<file path="config.mk">
export PLATFORM = sky130hd
export DESIGN_NAME = uart_program_loader
export DESIGN_NICKNAME = d
export VERILOG_FILES = /design/src/rtl/uart_program_loader_pkg.sv /design/src/rtl/uart_rx.sv /design/src/rtl/uart_program_loader.sv
export SDC_FILE = /design/constraint.sdc
export NUM_CORES = 1
export LEC_CHECK = 0
export ABC_AREA = 1
export ABC_CLOCK_PERIOD_IN_PS = 5150
export CAP_MARGIN = 30
export CELL_PAD_IN_SITES_DETAIL_PLACEMENT = 0
export CELL_PAD_IN_SITES_GLOBAL_PLACEMENT = 1
export CORE_ASPECT_RATIO = 0.5
export CORE_UTILIZATION = 30
export CTS_CLUSTER_SIZE = 30
export DETAILED_ROUTE_END_ITERATION = 16
export PLACE_DENSITY = 0.61
export SLEW_MARGIN = 15
export SYNTH_ARGS = -nofsm -noshare
export SYNTH_HDL_FRONTEND = slang
export SYNTH_SLANG_ARGS = --single-unit
</file>
<file path="constraint.sdc">
create_clock -name clock -period 5.15 [get_ports clock]
set_clock_uncertainty 0.2 [all_clocks]
set_input_delay 1.03 -clock clock [delete_from_list [all_inputs] [get_ports clock]]
set_output_delay 1.03 -clock clock [all_outputs]
set_load 0.01 [all_outputs]
</file>
<file path="src/rtl/uart_program_loader_pkg.sv">
// Shared definitions for the serial program loader: FSM encodings and frame geometry.
package loader_pkg;

  typedef enum logic [2:0] {
    S_IDLE,
    S_HDR_HI,
    S_HDR_LO,
    S_DATA,
    S_DONE,
    S_ERR
  } load_state_t;

  typedef enum logic [1:0] {
    RX_IDLE,
    RX_START,
    RX_DATA,
    RX_STOP
  } rx_state_t;

  localparam int HDR_BYTES      = 2;
  localparam int BYTES_PER_WORD = 4;

endpackage

</file>
<file path="src/rtl/uart_rx.sv">
// 8N1 UART receiver: two-flop synchroniser, mid-bit sampling, one-cycle byte_valid / frame_err.
module uart_rx
  import loader_pkg::*;
#(
  parameter int CLKS_PER_BIT = 16
) (
  input  logic       clock,
  input  logic       reset,
  input  logic       rx,
  output logic       byte_valid,
  output logic [7:0] byte_data,
  output logic       frame_err
);

  localparam int TW = (CLKS_PER_BIT > 1) ? $clog2(CLKS_PER_BIT) : 1;
  localparam logic [TW-1:0] FULL_CNT = TW'(CLKS_PER_BIT - 1);
  localparam logic [TW-1:0] HALF_CNT = TW'(CLKS_PER_BIT / 2 - 1);

  rx_state_t     state, state_n;
  logic [TW-1:0] timer, timer_n;
  logic [2:0]    bit_idx, bit_idx_n;
  logic [7:0]    shift, shift_n;
  logic          rx_meta, rx_sync, rx_prev;

  always_ff @(posedge clock) begin
    if (reset) begin
      rx_meta <= 1'b1;
      rx_sync <= 1'b1;
      rx_prev <= 1'b1;
      state   <= RX_IDLE;
      timer   <= '0;
      bit_idx <= '0;
      shift   <= '0;
    end else begin
      rx_meta <= rx;
      rx_sync <= rx_meta;
      rx_prev <= rx_sync;
      state   <= state_n;
      timer   <= timer_n;
      bit_idx <= bit_idx_n;
      shift   <= shift_n;
    end
  end

  // A start bit still low at its midpoint is genuine; anything shorter is a glitch.
  always_comb begin
    state_n    = state;
    timer_n    = timer + TW'(1);
    bit_idx_n  = bit_idx;
    shift_n    = shift;
    byte_valid = 1'b0;
    frame_err  = 1'b0;
    case (state)
      RX_IDLE: begin
        timer_n = '0;
        if (rx_prev && !rx_sync) state_n = RX_START;
      end
      RX_START: begin
        if (timer == HALF_CNT) begin
          timer_n   = '0;
          bit_idx_n = '0;
          state_n   = rx_sync ? RX_IDLE : RX_DATA;
        end
      end
      RX_DATA: begin
        if (timer == FULL_CNT) begin
          timer_n   = '0;
          shift_n   = {rx_sync, shift[7:1]};
          bit_idx_n = bit_idx + 3'd1;
          if (bit_idx == 3'd7) state_n = RX_STOP;
        end
      end
      RX_STOP: begin
        if (timer == FULL_CNT) begin
          timer_n    = '0;
          state_n    = RX_IDLE;
          byte_valid = rx_sync;
          frame_err  = !rx_sync;
        end
      end
      default: state_n = RX_IDLE;
    endcase
  end

  assign byte_data = shift;

endmodule

</file>
<file path="src/rtl/uart_program_loader.sv">
// Boot loader: receives a length-prefixed big-endian word image over UART and writes it into
// instruction memory while holding the CPU, then releases the CPU with a one-cycle reset pulse.
module uart_program_loader
  import loader_pkg::*;
#(
  parameter int CLK_FREQ = 23_000_000,
  parameter int BAUD     = 128_000,
  parameter int ADDR_W   = 14
) (
  input  logic              clock,
  input  logic              reset,
  input  logic              start,
  input  logic              rx,
  output logic              imem_we,
  output logic [ADDR_W-1:0] imem_addr,
  output logic [31:0]       imem_wdata,
  output logic              cpu_hold,
  output logic              cpu_reset,
  output logic              done,
  output logic              error
);

  localparam int          CLKS_PER_BIT = CLK_FREQ / BAUD;
  localparam logic [31:0] MAX_WORDS    = 32'd1 << ADDR_W;
  localparam int          HDR_W        = 8 * HDR_BYTES;
  localparam int          SR_W         = 8 * (BYTES_PER_WORD - 1);

  logic       rx_valid, rx_err;
  logic [7:0] rx_data;

  uart_rx #(.CLKS_PER_BIT(CLKS_PER_BIT)) u_rx (
    .clock      (clock),
    .reset      (reset),
    .rx         (rx),
    .byte_valid (rx_valid),
    .byte_data  (rx_data),
    .frame_err  (rx_err)
  );

  load_state_t       state, state_n;
  logic [HDR_W-9:0]  hdr_hi, hdr_hi_n;
  logic [HDR_W-1:0]  n_words, n_words_n;
  logic [1:0]        byte_cnt, byte_cnt_n;
  logic [ADDR_W:0]   word_cnt, word_cnt_n;
  logic [SR_W-1:0]   word_sr, word_sr_n;
  logic              imem_we_n, cpu_hold_n, cpu_reset_n, done_n, error_n;
  logic [ADDR_W-1:0] imem_addr_n;
  logic [31:0]       imem_wdata_n;
  logic [HDR_W-1:0]  hdr_word;
  logic              hdr_ok, last_word;

  assign hdr_word  = {hdr_hi, rx_data};
  assign hdr_ok    = (hdr_word != '0) && (32'(hdr_word) <= MAX_WORDS);
  assign last_word = (32'(word_cnt) + 32'd1) == 32'(n_words);

  always_ff @(posedge clock) begin
    if (reset) begin
      state      <= S_IDLE;
      hdr_hi     <= '0;
      n_words    <= '0;
      byte_cnt   <= '0;
      word_cnt   <= '0;
      word_sr    <= '0;
      imem_we    <= 1'b0;
      imem_addr  <= '0;
      imem_wdata <= '0;
      cpu_hold   <= 1'b0;
      cpu_reset  <= 1'b0;
      done       <= 1'b0;
      error      <= 1'b0;
    end else begin
      state      <= state_n;
      hdr_hi     <= hdr_hi_n;
      n_words    <= n_words_n;
      byte_cnt   <= byte_cnt_n;
      word_cnt   <= word_cnt_n;
      word_sr    <= word_sr_n;
      imem_we    <= imem_we_n;
      imem_addr  <= imem_addr_n;
      imem_wdata <= imem_wdata_n;
      cpu_hold   <= cpu_hold_n;
      cpu_reset  <= cpu_reset_n;
      done       <= done_n;
      error      <= error_n;
    end
  end

  // cpu_hold still high in DONE marks the first DONE cycle, where the CPU gets released.
  always_comb begin
    state_n      = state;
    hdr_hi_n     = hdr_hi;
    n_words_n    = n_words;
    byte_cnt_n   = byte_cnt;
    word_cnt_n   = word_cnt;
    word_sr_n    = word_sr;
    imem_we_n    = 1'b0;
    imem_addr_n  = imem_addr;
    imem_wdata_n = imem_wdata;
    cpu_hold_n   = cpu_hold;
    cpu_reset_n  = 1'b0;
    done_n       = done;
    error_n      = error;
    case (state)
      S_IDLE, S_DONE, S_ERR: begin
        if (start) begin
          state_n    = S_HDR_HI;
          done_n     = 1'b0;
          error_n    = 1'b0;
          byte_cnt_n = '0;
          word_cnt_n = '0;
          cpu_hold_n = 1'b1;
        end else if (state == S_DONE && cpu_hold) begin
          cpu_hold_n  = 1'b0;
          cpu_reset_n = 1'b1;
          done_n      = 1'b1;
        end
      end
      S_HDR_HI: begin
        if (rx_err) begin
          state_n = S_ERR;
          error_n = 1'b1;
        end else if (rx_valid) begin
          hdr_hi_n = rx_data;
          state_n  = S_HDR_LO;
        end
      end
      S_HDR_LO: begin
        if (rx_err || (rx_valid && !hdr_ok)) begin
          state_n = S_ERR;
          error_n = 1'b1;
        end else if (rx_valid) begin
          n_words_n = hdr_word;
          state_n   = S_DATA;
        end
      end
      S_DATA: begin
        if (rx_err) begin
          state_n = S_ERR;
          error_n = 1'b1;
        end else if (rx_valid) begin
          if (byte_cnt == 2'(BYTES_PER_WORD - 1)) begin
            imem_we_n    = 1'b1;
            imem_addr_n  = word_cnt[ADDR_W-1:0];
            imem_wdata_n = {word_sr, rx_data};
            word_cnt_n   = word_cnt + {{ADDR_W{1'b0}}, 1'b1};
            byte_cnt_n   = '0;
            if (last_word) state_n = S_DONE;
          end else begin
            word_sr_n  = {word_sr[SR_W-9:0], rx_data};
            byte_cnt_n = byte_cnt + 2'd1;
          end
        end
      end
      default: state_n = S_IDLE;
    endcase
  end

endmodule

</file>
==> metrics.csv, run 1 <==
metric,value,unit
Num CTS Buffers,17,
Post-CTS Setup Inserts,0,
CP startpoint,u_rx.timer[0]$_SDFF_PP0_,
Initial DRT Pass Iterations,5,
DR DRC count,0,
crit-path cells,inv_1 -> ha_1 -> nand3_1 -> nand3b_1 -> nor2_2 -> inv_2 -> nor2_8 -> nand2_2 -> nor2_4 -> buf_12 -> o21ai_0 -> a21oi_1,
P_leak,0.002782,uW
critical path class,reg -> reg,
min-delay src,u_rx.rx_meta$_SDFF_PP1_,
WL/cell,14.47,um
Final Cycle Share,0.5852,
initial antenna violation count,0,
syn_nets,790,
FP Rows,36,
Hold Slack,0.2263,ns
IO Pins,55,
hold crit path type,reg -> reg,
first-pass GRT wire length,25.50,mm
Layout area overhead,23.47,%
Slew @ Worst Pin,0.8606,ns
Via-to-Cell Ratio,4.716,
synthesized area per cell,7.748,sq um
Critical R2R Launch,u_rx.timer[0]$_SDFF_PP0_,
H-tree depth,4,
max-slew violation count,0,
synthesized flop and latch total,143,
peak supply drop,0.2957,mV
Fmax achieved,331.8,MHz
post-route core utilization,0.3803,
R2R cell count,12,
endpoints failing setup,0,
post-synthesis sequential area ratio,0.4743,
Initial Util,0.3080,
Crit-path slowest cell,nor2_4,
CP max FO,45,
Bufs on Longest Clock Path,2,
total negative slack,0,ns
CORE AREA,19590,sq um
Reg2Reg Setup Slack,2.14,ns
RSZ-0062 raised after global routing,false,
Synth Instances,779,
synth unique cells,37,
CP endpoint kind,flip-flop,
worst path arrival time,3.17,ns
CTS tree,yes,
delay of the slowest critical-path stage,0.68,ns
initial DRC count,251,
largest net degree at the start of global routing,53,
diode count,0,
post-route ant nets,0,
Die Width,202.6,um
nets,834,
warning count from the yosys run,0,
crit path capture,imem_wdata[18]$_SDFFE_PP0P_,
Vias,5197,
startpoint class of the critical path,flip-flop,
post-CTS sizing,0,
Final Critical Period,3.014,ns
Final Hold Vio Count,0,
All-Layer GR Usage,0.1600,
Root Buffer,clkbuf_16,
Max-Slew Margin vs Limit,0.4249,
die area,20730,sq um
status,finished clean,
CP Data Required Time,5.31,ns
layout cells sized above 1,0.08373,
max_cap viols,0,
routability cong.,0.8022,
FF-to-FF End,imem_wdata[18]$_SDFFE_PP0P_,
vias in the first global route,4728,
most frequent cells in the layout,"143 x dfxtp_1, 113 x a21oi_1, 101 x o21ai_0, 91 x nand2_1, 83 x inv_1",
die height,102.3,um
Port Buf Inserts,54,
CTS Sinks,143,
DRT Wirelength,15.95,mm
grt total ovfl,0,
CTS Hold Bufs,0,
Detail Placement HPWL,10.69,mm
"Cell Area, Synth",6036,sq um
Clock Latency Late Sink,0.43,ns
"most common cell after layout, fill and taps aside",dfxtp_1,
Worst-path clk slew,0.07,ns
power density over the cells,432.6,nW/um^2
## state kept, by name (all words and copies together) (netlist names), 8 cells and up, named ones only
register and cells:
u_rx.timer 8, word_cnt 15, u_rx.byte_data 8, word_sr 24, n_words 16, hdr_hi 8, imem_wdata 32, imem_addr 14
## stage by stage
step | area, sq um | cells | total power [uW] | worst slack, ns
final | 7452 | 1102 | 3224 | 2.136
after global placement | 6788 | 1069 | 1871 | 1.595
after CTS | 7452 | 1102 | 3261 | 2.123
after detailed placement | 6808 | 1070 | 1876 | 2.095
after global routing | 7452 | 1102 | 3393 | 1.855
after floorplan | 6036 | 779 | 1729 | 3.025
## metal layers
metal / part of all wire / global-route usage / vias up
li1: - / - / 2686
met1: 0.53 / 0.2258 / 2416
met2: 0.41 / 0.2379 / 78
met3: 0.042 / 0.03858 / 17
met4: 0.012 / 0.05552 / 0
met5: 0 / 0 / -
## synthesized netlist by cell type
cell type | number | area share
nor3_4 | 1 | 0.0027
nor3_2 | 1 | 0.0017
xnor2_1 | 1 | 0.0015
and3_1 | 3 | 0.0031
nand2_2 | 2 | 0.0021
nor2_2 | 6 | 0.0062
buf_4 | 6 | 0.0075
a21oi_4 | 1 | 0.0027
buf_2 | 8 | 0.0066
a31oi_1 | 9 | 0.0093
nor3_1 | 1 | 0.00083
o21ai_1 | 22 | 0.018
o21ai_0 | 101 | 0.084
a21oi_1 | 113 | 0.094
inv_2 | 6 | 0.0037
nand2_1 | 91 | 0.057
nor3b_1 | 1 | 0.0012
xnor3_1 | 3 | 0.011
o21bai_1 | 1 | 0.0012
nand3b_1 | 1 | 0.0012
ha_1 | 7 | 0.015
or2_2 | 4 | 0.0041
dfxtp_1 | 143 | 0.47
a211oi_2 | 6 | 0.012
nand4_1 | 9 | 0.0093
buf_6 | 3 | 0.0056
nor2_8 | 1 | 0.0033
buf_1 | 2 | 0.0012
nor2_1 | 72 | 0.045
clkbuf_1 | 18 | 0.011
xor2_1 | 9 | 0.013
a21boi_0 | 1 | 0.0012
nand3_1 | 38 | 0.032
nand3_4 | 1 | 0.0029
inv_1 | 84 | 0.052
nor4_1 | 2 | 0.0021
and2_1 | 1 | 0.0010
## worst min path at each step
stage          cells after the start                       to
2_1_floorplan                      1  u_rx.rx_sync$_SDFF_PP1_
3_3_place_gp                       1  u_rx.rx_sync$_SDFF_PP1_
3_5_place_dp                       1  u_rx.rx_sync$_SDFF_PP1_
4_1_cts                            1  u_rx.rx_sync$_SDFF_PP1_
5_1_grt                            1  u_rx.rx_sync$_SDFF_PP1_
6_report                           1  u_rx.rx_sync$_SDFF_PP1_
## where the power goes
part / switching, uW / total, uW / leakage [uW] / internal [uW]
combinational: 384 / 591 / 0.00132 / 207
clock: 537 / 1370 / 0.000309 / 837
sequential: 83.5 / 1260 / 0.00116 / 1180
## layout make-up
class                      instances  area [sq um]
fill                            2057         12140
sequential                       143          2863
multi-input combinational        509          2649
timing repair buffer              62         625.6
clock buffer                      19         442.9
inverter                          90         337.8
tap                              266         332.8
clock inverter                    13         201.4
## kinds of logic after synthesis
| family | count (synthesis) | synth area share |
|---|---|---|
| buffers and inverters | 127 | 0.08810 |
| and+or+nand+nor | 235 | 0.1748 |
| xor gates and xnor gates | 13 | 0.02571 |
| adders and majority gates | 7 | 0.01451 |
| DFF | 143 | 0.4743 |
| AOI/OAI and AO/OA | 254 | 0.2226 |
## critical path: cells and delay by family, from the launching register on
family / cells / cell delay [ns]
compound gates: 2 / 0.25
simple gates: 6 / 1.46
fa+ha+maj: 1 / 0.18
buf+inv: 3 / 0.47
flops: 1 / 0.34
No activity file was read; power rests on OpenSTA's default activity.
==> run 2: changes to the inputs <==
ABC_CLOCK_PERIOD_IN_PS = 2700   (was 5150)
PLACE_DENSITY = 0.64   (was 0.61)
clock period = 2.7 ns   (was 5.15 ns; I/O delays follow)
==> run 2 against run 1 <==
- critical path depth unchanged
- combinational power is 98% higher
- worst hold slack is essentially flat
- cell count grew 0.54%
- sequential power is 90% higher
- design area decreased by 0.13%
- fmax up 24%
- global-route usage is 0.076 points lower
- routed wire length down 0.32%
- first-iteration DRC count grew 23%
- critical path type unchanged
- critical endpoint is now word_sr[2]$_SDFFE_PP0P_
==> metrics.csv, run 2 (synthesized netlist as in run 1, its figures left out) <==
metric,value,unit,change
nets,841,,+0.84%
Root Buffer,clkbuf_16,,
first-pass GRT wire length,25.41,mm,-0.33%
FP Rows,36,,unchanged
P_leak,0.002786,uW,+0.12%
initial DRC count,309,,+23%
"most used cell, CP",nor2_2,,
power density over the cells,793.6,nW/um^2,+83%
grt total ovfl,0,,unchanged
IO Pins,55,,unchanged
Final Cycle Share,0.9026,,+0.3174
startpoint class of the critical path,flip-flop,,
Slew @ Worst Pin,0.4836,ns,-0.3771 ns
critical path class,reg -> reg,,
total negative slack,0,ns,unchanged
Max-Slew Margin vs Limit,0.6773,,+0.2524
Final Hold Vio Count,0,,unchanged
CP startpoint,u_rx.timer[0]$_SDFF_PP0_,,
max_cap viols,0,,unchanged
die area,20730,sq um,unchanged
Post-Layout Cell Count,1108,,+0.54%
All-Layer GR Usage,0.1593,,-0.0007612
CTS Hold Bufs,0,,unchanged
hold crit path type,reg -> reg,,
Via-to-Cell Ratio,4.683,,-0.69%
crit-path cells,inv_1 -> ha_1 -> nand3_1 -> nand3b_1 -> nor2_2 -> inv_2 -> nor2_8 -> nand2_2 -> nor2_2 -> buf_12 -> o21ai_0 -> a21oi_1,,
Cells after DPL,1077,,+0.65%
die height,102.3,um,unchanged
Top reg by flops,imem_wdata,,
Die Width,202.6,um,unchanged
Initial DRT Pass Iterations,7,,+2
Detail Placement HPWL,10.74,mm,+0.42%
Bufs on Longest Clock Path,2,,unchanged
Fmax achieved,410.3,MHz,+24%
peak supply drop,0.4983,mV,+69%
Layout area overhead,23.30,%,
post-CTS sizing,0,,unchanged
CTS tree,yes,,
GRT busiest layer,met2,,
CP max FO,48,,+6.7%
initial antenna violation count,0,,unchanged
"most common cell after layout, fill and taps aside",dfxtp_1,,
vias in the first global route,4799,,+1.5%
delay of the slowest critical-path stage,0.33,ns,-0.35 ns
GRT met1 Usage,0.2223,,-0.003463
max reg flops,32,,unchanged
min-delay src,u_rx.rx_meta$_SDFF_PP1_,,
max-slew violation count,0,,unchanged
endpoints failing setup,0,,unchanged
Num CTS Buffers,17,,unchanged
grt met3 use,0.03954,,+0.0009566
status,finished clean,,
CORE AREA,19590,sq um,unchanged
DRT Wirelength,15.90,mm,-0.32%
Post-CTS Setup Inserts,0,,unchanged
most frequent cells in the layout,"143 x dfxtp_1, 113 x a21oi_1, 101 x o21ai_0, 91 x nand2_1, 83 x inv_1",,
Critical R2R Launch,u_rx.timer[0]$_SDFF_PP0_,,
Port Buf Inserts,54,,unchanged
Vias,5189,,-0.15%
Crit-path slowest cell,dfxtp_1,,
H-tree depth,4,,unchanged
biggest regs,"imem_wdata (32), word_sr (24), n_words (16)",,
CTS Sinks,143,,unchanged
diode count,0,,unchanged
Worst-path clk slew,0.06,ns,about the same
DR DRC count,0,,unchanged
post-route ant nets,0,,unchanged
WL/cell,14.35,um,-0.86%
Initial Util,0.3080,,unchanged
largest net degree at the start of global routing,101,,+91%
Clock Latency Late Sink,0.42,ns,about the same
CP endpoint kind,flip-flop,,
CP Data Required Time,2.84,ns,-2.47 ns
routability cong.,0.8132,,+1.4%
M2 GR Usage,0.2421,,+0.004215
layout cells sized above 1,0.08789,,+0.004154
RSZ-0062 raised after global routing,false,,
worst path arrival time,2.58,ns,-0.59 ns
Final Critical Period,2.437,ns,-0.5767 ns
## run 2: changes by cell type in the layout (fill, tap and decap cells not counted), sizes merged
cell      previous run  this run
bufinv               4         2
inv                 95        94
clkbuf              19        20
clkinv               2         4
clkinvlp             2         1
buf                  8        15
## run 2: report_power, final
part	internal (uW)	leakage, uW	switching [uW]
Sequential	2240	0.00116	153
Combinational	419	0.00135	753
Clock	1370	0.000277	966
## run 2: worst paths after layout
check / to / slack [ns] / cells past startpoint
min reg2reg: u_rx.rx_sync$_SDFF_PP1_ / 0.23 / 1
min: u_rx.rx_sync$_SDFF_PP1_ / 0.23 / 1
max reg2reg: word_sr[2]$_SDFFE_PP0P_ / 0.26 / 12
max: word_sr[2]$_SDFFE_PP0P_ / 0.26 / 12
## run 2: critical path: cells and delay by family, from the launching register on
kind	cells	cell delay, ns
compound gates	2	0.26
flops	1	0.33
fa+ha+maj	1	0.17
buf+inv	3	0.42
simple gates	6	0.97
## run 2: through the flow
stage          utilization  instance area [sq um]  total power (uW)  hold slack (ns)  setup WS [ns]
2_1_floorplan            -                   6036              3298           0.1895         0.6812
3_3_place_gp        0.3508                   6873              3609           0.2186         0.3408
3_5_place_dp        0.3508                   6873              3613           0.2211         0.2996
4_1_cts             0.3798                   7442              5982           0.2348         0.2545
5_1_grt             0.3798                   7442              6248           0.2370        0.05566
6_report            0.3798                   7442              5906           0.2264         0.2629
## run 2: per-layer routing
metal	wire length, um	vias up
met2	6822	69
met4	57	0
met1	8382	2417
met5	0	-
li1	-	2698
met3	636	5
## run 2: area by class of cell
cell class	count	area [sq um]
Inverter	90	337.8
Tap cell	266	332.8
Multi-Input combinational cell	509	2649
Sequential cell	143	2863
Clock buffer	20	436.7
Clock inverter	11	132.6
Fill cell	2061	12150
Timing Repair Buffer	69	690.7
